--- config.mk ---
export PLATFORM = sky130hd
export DESIGN_NAME = regfile_sb
export DESIGN_NICKNAME = d
export VERILOG_FILES = /design/src/rtl/regfile_pkg.sv /design/src/rtl/regfile_scoreboard.sv /design/src/rtl/regfile_sb.sv
export SDC_FILE = /design/constraint.sdc
export NUM_CORES = 1
export LEC_CHECK = 0
export BUFFER_PORTS_ARGS = -buffer_cell sky130_fd_sc_hd__buf_2
export CORE_MARGIN = 5
export CORE_UTILIZATION = 55
export CTS_CLUSTER_DIAMETER = 200
export DETAILED_ROUTE_END_ITERATION = 6
export GPL_TIMING_DRIVEN = 0
export PLACE_DENSITY = 0.76
export SETUP_SLACK_MARGIN = 0.5
export SYNTH_ARGS = -nofsm -noshare
export SYNTH_HDL_FRONTEND = slang
export SYNTH_SLANG_ARGS = --single-unit
--- constraint.sdc ---
create_clock -name clk -period 2 [get_ports clk]
set_clock_uncertainty 0.05 [all_clocks]
set_input_delay 0.6 -clock clk [delete_from_list [all_inputs] [get_ports clk]]
set_output_delay 0.6 -clock clk [all_outputs]
set_load 0.03 [all_outputs]
--- src/rtl/regfile_pkg.sv ---
// Shared definitions for the regfile_sb register file: default widths,
// LC-3 condition-code bit positions, the reset condition code and the
// NZP helper used at writeback.
package regfile_pkg;

  localparam int DATA_W_DEF = 16;
  localparam int ADDR_W_DEF = 3;

  // Bit positions inside the 3-bit {N,Z,P} condition-code vector.
  localparam int CC_N = 2;
  localparam int CC_Z = 1;
  localparam int CC_P = 0;

  // After reset the machine behaves as if a zero had been written.
  localparam logic [2:0] CC_RESET = 3'b010;

  // Builds {N,Z,P} from the sign bit and a zero flag of the written value.
  // Taking these two bits keeps the helper independent of DATA_W.
  function automatic logic [2:0] nzp(input logic neg, input logic zero);
    logic [2:0] r;
    r       = '0;
    r[CC_N] = neg;
    r[CC_Z] = zero;
    r[CC_P] = !neg && !zero;
    return r;
  endfunction

endpackage

--- src/rtl/regfile_scoreboard.sv ---
// Pending-write scoreboard for regfile_sb: one busy bit per register.
// Decode reserves the destination, writeback clears it; a reservation wins
// over a same-cycle clear because it represents a newly issued producer.
// busy_next is exported so read ports can observe this cycle's updates.
module regfile_scoreboard #(
  parameter int ADDR_W = 3
) (
  input  logic                     clk,
  input  logic                     rst_n,
  input  logic                     rsv_en,
  input  logic [ADDR_W-1:0]        rsv_addr,
  input  logic                     wen,
  input  logic [ADDR_W-1:0]        waddr,
  output logic [(2**ADDR_W)-1:0]   busy_next,
  output logic                     rsv_err,
  output logic                     any_busy
);

  logic [(2**ADDR_W)-1:0] busy;

  // Next busy vector: clear on writeback, then let a reservation override it.
  always_comb begin
    busy_next = busy;
    if (wen)    busy_next[waddr]    = 1'b0;
    if (rsv_en) busy_next[rsv_addr] = 1'b1;
  end

  // Busy state plus a one-cycle error pulse when an already pending
  // register is reserved again without being retired in the same cycle.
  always_ff @(posedge clk or negedge rst_n) begin
    if (!rst_n) begin
      busy    <= '0;
      rsv_err <= 1'b0;
    end else begin
      busy    <= busy_next;
      rsv_err <= rsv_en && busy[rsv_addr] && !(wen && (waddr == rsv_addr));
    end
  end

  // Summary of the current (not next) state.
  assign any_busy = |busy;

endmodule

--- src/rtl/regfile_sb.sv ---
// regfile_sb: multi-read-port register file with a pending-write scoreboard
// and LC-3 NZP condition codes for the pipelined LC-3 datapath.
// Optional build macro REGFILE_BYPASS_EN: when defined, a read that hits the
// register being written in the same cycle returns the new data
// (write-first); otherwise it returns the old contents (read-first).
// Interface: no valid/ready handshake; ren, wen and rsv_en are single-cycle
// strobes acted on at every rising edge, and every request is always accepted.
import regfile_pkg::*;

module regfile_sb #(
  parameter int DATA_W = DATA_W_DEF,
  parameter int ADDR_W = ADDR_W_DEF,
  parameter int NREAD  = 2
) (
  input  logic                      clk,
  input  logic                      rst_n,
  input  logic [NREAD-1:0]          ren,
  input  logic [NREAD*ADDR_W-1:0]   raddr,
  output logic [NREAD*DATA_W-1:0]   rdata,
  output logic [NREAD-1:0]          rbusy,
  input  logic                      wen,
  input  logic [ADDR_W-1:0]         waddr,
  input  logic [DATA_W-1:0]         wdata,
  input  logic                      wcc,
  input  logic                      rsv_en,
  input  logic [ADDR_W-1:0]         rsv_addr,
  output logic                      rsv_err,
  output logic                      any_busy,
  output logic [2:0]                cc
);

  localparam int DEPTH = 2**ADDR_W;

  logic [DATA_W-1:0] mem [DEPTH];
  logic [DEPTH-1:0]  busy_next;
  logic [ADDR_W-1:0] rd_addr [NREAD];
  logic [DATA_W-1:0] rd_val  [NREAD];

  regfile_scoreboard #(
    .ADDR_W (ADDR_W)
  ) u_scoreboard (
    .clk       (clk),
    .rst_n     (rst_n),
    .rsv_en    (rsv_en),
    .rsv_addr  (rsv_addr),
    .wen       (wen),
    .waddr     (waddr),
    .busy_next (busy_next),
    .rsv_err   (rsv_err),
    .any_busy  (any_busy)
  );

  // Register array: cleared on reset, written at writeback.
  always_ff @(posedge clk or negedge rst_n) begin
    if (!rst_n) begin
      for (int r = 0; r < DEPTH; r++) mem[r] <= '0;
    end else if (wen) begin
      mem[waddr] <= wdata;
    end
  end

  // Per-port read value, with optional same-cycle write forwarding.
  always_comb begin
    for (int i = 0; i < NREAD; i++) begin
      rd_addr[i] = raddr[i*ADDR_W +: ADDR_W];
      rd_val[i]  = mem[rd_addr[i]];
`ifdef REGFILE_BYPASS_EN
      if (wen && (rd_addr[i] == waddr)) rd_val[i] = wdata;
`endif
    end
  end

  // Registered read ports; a disabled port holds its last data and busy flag.
  // The busy flag reflects this cycle's reserve/clear via busy_next.
  always_ff @(posedge clk or negedge rst_n) begin
    if (!rst_n) begin
      rdata <= '0;
      rbusy <= '0;
    end else begin
      for (int i = 0; i < NREAD; i++) begin
        if (ren[i]) begin
          rdata[i*DATA_W +: DATA_W] <= rd_val[i];
          rbusy[i]                  <= busy_next[rd_addr[i]];
        end
      end
    end
  end

  // Condition codes follow the value written when wcc is set.
  always_ff @(posedge clk or negedge rst_n) begin
    if (!rst_n) begin
      cc <= CC_RESET;
    end else if (wen && wcc) begin
      cc <= nzp(wdata[DATA_W-1], wdata == '0);
    end
  end

endmodule

After elaboration in Yosys (flattened, before gate mapping)
Cells that the tools add are included.
{ "op_classes": {"magnitude_cmp": 10, "n_eq_ne": 1, "muxes": 21, "n_bitwise": 6, "n_reduce_logical": 13} }
{ "ops": {"columns": ["cell", "count"], "rows": [
  ["$bwmux 128", 1],
  ["$bmux 16 s3", 2],
  ["$mux 16", 5],
  ["$demux 16 s3", 1],
  ["$logic_not 16->1", 1],
  ["$lt 3x4->1 const B", 4],
  ["$mux 8", 2],
  ["$ge 4x4->1 const B", 3],
  ["$not 3->4", 3],
  ["$bmux 1 s3", 3],
  ["$and 8x8->8", 1],
  ["$logic_and 1x1->1", 8],
  ["$not 8->8", 1],
  ["$or 8x8->8", 1],
  ["$reduce_or 8->1", 1],
  ["$demux 1 s3", 2],
  ["$ge 3x1->1 const B", 2],
  ["$mux 1", 5],
  ["$lt 4x1->1 const B", 1],
  ["$eq 3x3->1", 1],
  ["$logic_not 1->1", 3]
]} }
{ "totals": {"regBits": 174, "inputBits": 35, "word_cells": 66} }

Logic depth before layout (Yosys ltp)
Gate-level depths: netlist of the first run.
{ "depth": {"depth_word": 11, "ltp_mapped": 7} }

Hierarchy
Synthesis of the first run repeated with hierarchy kept, for this count alone.
{ "unflattened": {"cells_unflattened": 576, "hier_area_um2": 8715.9} }
{ "by_module_without_submodules": {"columns": ["module", "instances", "cells_per_inst", "area_per_inst_um2"], "rows": [
  ["regfile_sb", 1, 524, 8207.9],
  ["regfile_scoreboard", 1, 52, 508.0]
]} }

Least setup slack after synthesis of the first run
OpenSTA, ideal clock, no wires.
{ "synth_timing": {"path_type": "input to register", "start": "in waddr[0]", "end": "reg mem[117] (netlist name)", "setup_ps": 125, "t_arrival_ps": 1770, "t_required_ps": 1825, "slack_ps": 55, "path_stages": 4, "path_buffers": 2, "cell_sequence": "buf_6 > nor4b_4 > buf_4 > mux2_2"} }
{ "synth_via": {"elab_chain_len": 6} }
{ "synth_lines": {"columns": ["element", "line_no", "text"], "rows": [
  ["from (decl)", "regfile_sb.sv:22", "input logic [ADDR_W-1:0] waddr,"],
  ["$not 3->4 (implied by the code) (*)", "regfile_sb.sv:58", "mem[waddr] <= wdata;"],
  ["$ge 4x4->1 (implied by the code) / $lt 4x1->1 (equally long branches)", "regfile_sb.sv:58", null],
  ["$logic_and 1x1->1 (implied by the code)", "regfile_sb.sv:58", null],
  ["$mux 16 (implied by the code)", "regfile_sb.sv:58", null],
  ["$demux 16 s3 (*)", "regfile_sb.sv:58", null],
  ["$bwmux 128 (*)", "regfile_sb.sv:58", null],
  ["to (signal, indexed assignment)", "regfile_sb.sv:58", null],
  ["to (decl)", "regfile_sb.sv:34", "logic [DATA_W-1:0] mem [DEPTH];"]
]} }
Mark *: on every way between the ends. The rest lies on a longest branch, timed or not.
A chain may end at the register's enable or synchronous reset.

Worst setup path in the final report of the first run
{ "layout_timing": {"start": "reg u_scoreboard.busy[6]", "end": "out any_busy"} }
{ "layout_via": {"elab_chain_len": 1} }
{ "layout_lines": {"columns": ["element", "line_no", "text"], "rows": [
  ["from (decl)", "regfile_scoreboard.sv:19", "logic [(2**ADDR_W)-1:0] busy;"],
  ["from (signal assigned)", "regfile_scoreboard.sv:35", "busy <= busy_next;"],
  ["$reduce_or 8->1", "regfile_scoreboard.sv:41", "assign any_busy = |busy;"],
  ["to (decl)", "regfile_sb.sv:28", "output logic any_busy,"]
]} }
Every way passes these cells.

==> flow_summary.json, run 1 <==
{
  "status": "finished with violations",
  "violations": "setup timing",
  "io_buffers": 58,
  "async_reset_ff_share_pct": 100,
  "endpoint_kind": "output port",
  "synth.cell_area_mm2": 0.00870,
  "cp-startpoint": "u_scoreboard.busy[6]",
  "r2r-start": "mem[7]",
  "post-synth-top-count-cell": "dfrtp_1",
  "clk-insertion-delay-late_ns": 0.44,
  "drtPass1Iterations": 6,
  "gp_congestion": 0.774,
  "first_global_vias": 6428,
  "wl_um": 24200,
  "fin_tns_setup_ns": -0.0621,
  "grt_max_degree": 119,
  "antenna_found_initial": 1,
  "coreArea_mm2": 0.0157,
  "synth_nets": 631,
  "slew_headroom_pct": 60.5,
  "critPathLaunchType": "flip-flop",
  "yosysWarningCount": 0,
  "numCtsBuffers": 17,
  "synth_top_area_share_pct": 49.7,
  "cts_hold_buf": 0,
  "hold_class": "input port to asynchronous set/reset pin",
  "ys_ff_latch": 174,
  "fmax_mhz": 485,
  "cp_data_required_time_ns": 1.35,
  "holdWs_ns": 0.0228,
  "avgSynthCellArea_um2": 14.6,
  "wl_per_cell_um": 25.6,
  "drive_gt1_share_pct": 53.3,
  "start_util_pct": 55.4,
  "final_antenna_net_count": 0,
  "synth.largest_area_cell": "dfrtp_1",
  "drtIter0Drc": 683,
  "drc": 0,
  "die_area_mm2": 0.0184,
  "dp_worst_setup_slack_ns": -0.388,
  "grt_pass1_wl_um": 37400,
  "worst_slew_pin_slew_ns": 0.593,
  "die_h_um": 136,
  "clock-sinks": 174,
  "ctsLongestPathBuffers": 2,
  "period_minus_slack_ns": 2.06,
  "seq_area_frac_synth_pct": 50.1,
  "track_usage_pct": 27.3,
  "routed-via-count": 5925,
  "worstSetupPathType": "flip-flop to output port",
  "drv_cap": 0,
  "htree_levels": 4,
  "num_antenna_cells": 0,
  "cts-root-buf": "clkbuf_16",
  "synth_edf_count": 0,
  "post-dp-hpwl_um": 14900,
  "power_density_mw_per_mm2": 1060,
  "pin_count": 74,
  "cts_tree": "done",
  "synthFlopType": "dfrtp_1",
  "setup_viol": 1,
  "fillers": 1008,
  "overflow": 0,
  "rows": 46,
  "worstPathArrival_ns": 1.41,
  "yosys-top-cells-area": "dfrtp_1, mux4_2, mux2_2, mux2i_1, a21oi_1",
  "clk_pin_slew_worst_paths_ns": 0.07,
  "place_inst": 871,
  "vdd_drop_max_mv": 0.698,
  "nNetsFinal": 753,
  "syn2layout_area_growth_pct": 28.0,
  "vias_per_cell": 6.26,
  "leakage_nw": 4.89,
  "synthDistinctLibCells": 37,
  "finalPower_mw": 11.8,
  "drv_slew": 0,
  "hold_viol_final": 0,
  "crit_path_max_fanout": 3,
  "rsz0062_at_grt": "yes",
  "die_w_um": 136,
  "syn_inst": 596,
  "setup_slack_ns": -0.0621,
  "fin_crit_sh_pct": 103,
  "synth_common_cells": "dfrtp_1, mux2_2, mux4_2",
  "final_cells": 946
}
-- metal layers --
layer  GRT usage [%]  vias to the layer above  share of wire (%)
li1                -                     2498                  -
met1            36.4                     3106                 41
met2            44.8                      275                 50
met3            6.61                       44                6.7
met4            8.23                        2                2.1
met5               0                        -              0.045
-- what timing repair did --
item	CTS	global route
pin swaps	4	4
gates cloned	1	1
setup buffers	23	19
endpoints found under the setup margin	143	57
gates resized for setup	95	16
-- power breakdown --
part	internal [mW]	switching [mW]	total, mW	leakage, nW
clock network	2.33	1.41	3.74	0.309
logic	1.85	1.35	3.20	2.52
registers	4.29	0.603	4.89	2.07
-- cell usage in the layout (no fill, tap or decap), types with 3 or more instances in the layout --
cell type / count
dfrtp_1: 173
mux2_2: 87
mux4_2: 66
buf_4: 49
buf_6: 45
mux2_4: 42
nor2_1: 36
mux2i_1: 34
a21oi_1: 32
clkbuf_16: 20
buf_2: 20
inv_1: 16
clkbuf_2: 12
nand2_1: 10
buf_12: 9
bufinv_16: 6
nand3_1: 5
nand4_1: 5
nand3b_1: 4
buf_8: 4
buf_16: 4
nand4b_4: 3
a2bb2oi_4: 3
xnor2_1: 3
nor4_1: 3
nor4_2: 3
clkbuf_1: 3
clkinvlp_4: 3
clkinv_2: 3
-- registers in the layout (all words and copies together), names as in the netlist --
signal,flops
cc,3
mem,128
rbusy,2
rdata,32
u_scoreboard.busy,8
u_scoreboard.rsv_err,1
-- cells by family after synthesis --
group | synth area share (%)
DFF | 50.1
AOI/OAI and AO/OA | 3.32
and+or+nand+nor | 5.06
muxes | 37.8
buffers and inverters | 3.47
xor gates and xnor gates | 0.302
-- worst max-delay path, stage by stage, from the launching register on --
cell and delay (ns):
dfrtp_1 0.41, nor4_2 0.31, nand2_1 0.10, buf_6 0.15
-- metrics by stage --
step | cell area, µm² | util [%]
2_1_floorplan | 9140 | -
3_3_place_gp | 9700 | 61.7
3_5_place_dp | 9730 | 61.9
4_1_cts | 10900 | 69.4
5_1_grt | 11100 | 70.9
6_report | 11100 | 70.9
-- area by class of cell --
cell class / instances / area, µm² / share of cell area (%)
sequential: 174 / 4360 / 39.1
clock inverter: 12 / 218 / 1.95
timing repair buffer: 103 / 943 / 8.47
multi-input combinational: 360 / 4330 / 38.9
clock buffer: 19 / 433 / 3.89
buffer: 46 / 528 / 4.74
tap: 216 / 270 / 2.43
inverter: 16 / 60.1 / 0.539
-- final timing paths --
path | endpoint | slack [ns] | depth (start not counted)
setup / recovery | any_busy | -0.06 | 3
hold / removal | cc[2] | 0.02 | 1
setup reg to reg | rdata[23] | 0.59 | 3
hold reg to reg | cc[1] | 0.45 | 2
max in group asynchronous | rdata[8] | 0.95 | 2
min in group clk | u_scoreboard.rsv_err | 0.37 | 3
Note: power is estimated with default switching activity, not from simulation.
==> run 2, diff against run 1 <==
--- a/config.mk
+++ b/config.mk
@@ -12,6 +12,7 @@
 export DETAILED_ROUTE_END_ITERATION = 6
 export GPL_TIMING_DRIVEN = 0
 export PLACE_DENSITY = 0.76
+export RECOVER_POWER = 50
 export SETUP_SLACK_MARGIN = 0.5
 export SYNTH_ARGS = -nofsm -noshare
 export SYNTH_HDL_FRONTEND = slang
==> constraint.sdc (replaced) <==
create_clock -name clk -period 2.4 [get_ports clk]
set_clock_uncertainty 0.05 [all_clocks]
set_input_delay 0.72 -clock clk [delete_from_list [all_inputs] [get_ports clk]]
set_output_delay 0.72 -clock clk [all_outputs]
set_load 0.03 [all_outputs]
==> run 2 against run 1 <==
Compared with the run above: final cell count shrank 3.9%; global-route usage shrank 2.1 points; sequential power shrank 18%; the flow now finishes without violations; design area shrank 9.7%; total power shrank 26%; wire length shrank 9.7%; worst hold slack gained 0.15 ns; critical endpoint is now mem[107]; largest cell class unchanged; first-iteration DRC count shrank 22%.
==> flow_summary.json, run 2 (same netlist as run 1, synthesis figures left out) <==
{
  "syn2layout_area_growth_pct": 15.6,
  "r2r-start": "mem[55]",
  "drv_cap": 0,
  "cp-startpoint": "wen",
  "drv_slew": 0,
  "dr_wl_met3_um": 1390,
  "final_common_cell": "dfrtp_1",
  "final-seq-area_mm2": 0.00436,
  "vdd_drop_max_mv": 0.493,
  "multiInputGateArea_mm2": 0.00412,
  "holdWs_ns": 0.171,
  "clk_pin_slew_worst_paths_ns": 0.06,
  "antenna_found_initial": 0,
  "overflow": 0,
  "vias_per_cell": 6.16,
  "wl_per_cell_um": 24.0,
  "status": "finished, final reports clean",
  "cts_tree": "done",
  "crit_path_max_fanout": 10,
  "track_usage_pct": 25.2,
  "reg2reg_depth": 3,
  "hold_viol_final": 0,
  "first_global_vias": 6056,
  "grt_max_degree": 112,
  "coreArea_mm2": 0.0157,
  "drt-met1-wl_um": 9090,
  "top_regs": "mem (128), rdata (32), u_scoreboard.busy (8)",
  "pin_count": 74,
  "clk-insertion-delay-late_ns": 0.42,
  "start_util_pct": 55.4,
  "met2_length_um": 10900,
  "die_h_um": 136,
  "power_density_mw_per_mm2": 872,
  "top_layer_used": "met4",
  "htree_levels": 4,
  "critPathLaunchType": "input port",
  "cts-root-buf": "clkbuf_16",
  "final_cell_mix": "dfrtp_1, mux2_2, buf_2",
  "worstPathArrival_ns": 2.44,
  "drtPass1Iterations": 5,
  "grt_pass1_wl_um": 34400,
  "worst_slew_pin_slew_ns": 0.847,
  "final_core_util_pct": 64.0,
  "final_antenna_net_count": 0,
  "num_antenna_cells": 0,
  "fillers": 1132,
  "drc": 0,
  "numCtsBuffers": 17,
  "slew_headroom_pct": 43.6,
  "rsz0062_at_grt": "yes",
  "fin_crit_sh_pct": 91.1,
  "die_w_um": 136,
  "nNetsFinal": 718,
  "post-dp-hpwl_um": 14300,
  "wl_um": 21900,
  "die_area_mm2": 0.0184,
  "gp_congestion": 0.806,
  "largest_reg_flops": 128,
  "drtIter0Drc": 530,
  "hold_class": "input port to asynchronous set/reset pin",
  "routed-via-count": 5603,
  "drive_gt1_share_pct": 46.8,
  "cp_data_required_time_ns": 2.65,
  "ctsLongestPathBuffers": 2,
  "setup_viol": 0,
  "clock-sinks": 174,
  "worstSetupPathType": "input port to flip-flop",
  "rrSetupSlack_ns": 1.00,
  "top_register": "mem",
  "io_buffers": 58,
  "fmax_mhz": 457,
  "cts_hold_buf": 0,
  "rows": 46,
  "period_minus_slack_ns": 2.19,
  "leakage_nw": 4.35,
  "endpoint_kind": "flip-flop"
}
run 2: worst max-delay path: stages:
cell	delay, ns
clkbuf_1	0.35
nand2_1	0.10
nor3_1	0.19
clkbuf_1	0.39
buf_4	0.32
mux2_2	0.37
run 2: area by class of cell:
| cell class | count | share of cell area (%) |
|---|---|---|
| tap | 216 | 2.69 |
| sequential | 174 | 43.3 |
| timing repair buffer | 68 | 3.89 |
| clock buffer | 22 | 4.71 |
| clock inverter | 7 | 0.647 |
| inverter | 16 | 0.597 |
| buffer | 46 | 3.17 |
| multi-input combinational | 360 | 41.0 |
run 2: through the flow:
step | TNS (ns) | setup slack, ns | power (mW) | instances | instance area, µm²
floorplan | 0 | 0.369 | 5.57 | 596 | 8860
global placement | -342.69 | -1.98 | 6.07 | 870 | 9420
detailed placement | -2.20 | -0.160 | 6.22 | 871 | 9450
CTS | 0 | 0.255 | 8.80 | 905 | 10100
global route | 0 | 0.162 | 9.16 | 909 | 10100
finish | 0 | 0.213 | 8.78 | 909 | 10100
run 2: layer usage:
metal / vias up / track usage, %
li1: 2412 / -
met1: 2958 / 33.4
met2: 193 / 41.5
met3: 40 / 5.39
met4: 0 / 8.68
met5: - / 0
run 2: power breakdown:
part           leakage (nW)  switching, mW  internal [mW]
Clock                 0.263           1.09           1.49
Sequential             2.07          0.445           3.58
Combinational          2.01           1.01           1.16
Total                  4.35           2.55           6.23
run 2: repair_timing:
item	in CTS	in global routing
resized for setup	7	1
pin swaps	2	2
buffers inserted	5	4
setup endpoints to repair	38	6
run 2: path summary, 6_finish.rpt:
check | to
max | mem[107]
min | u_scoreboard.rsv_err
max reg2reg | rdata[7]
min reg2reg | cc[1]
max in group asynchronous | mem[72]
min in group clk | cc[1]
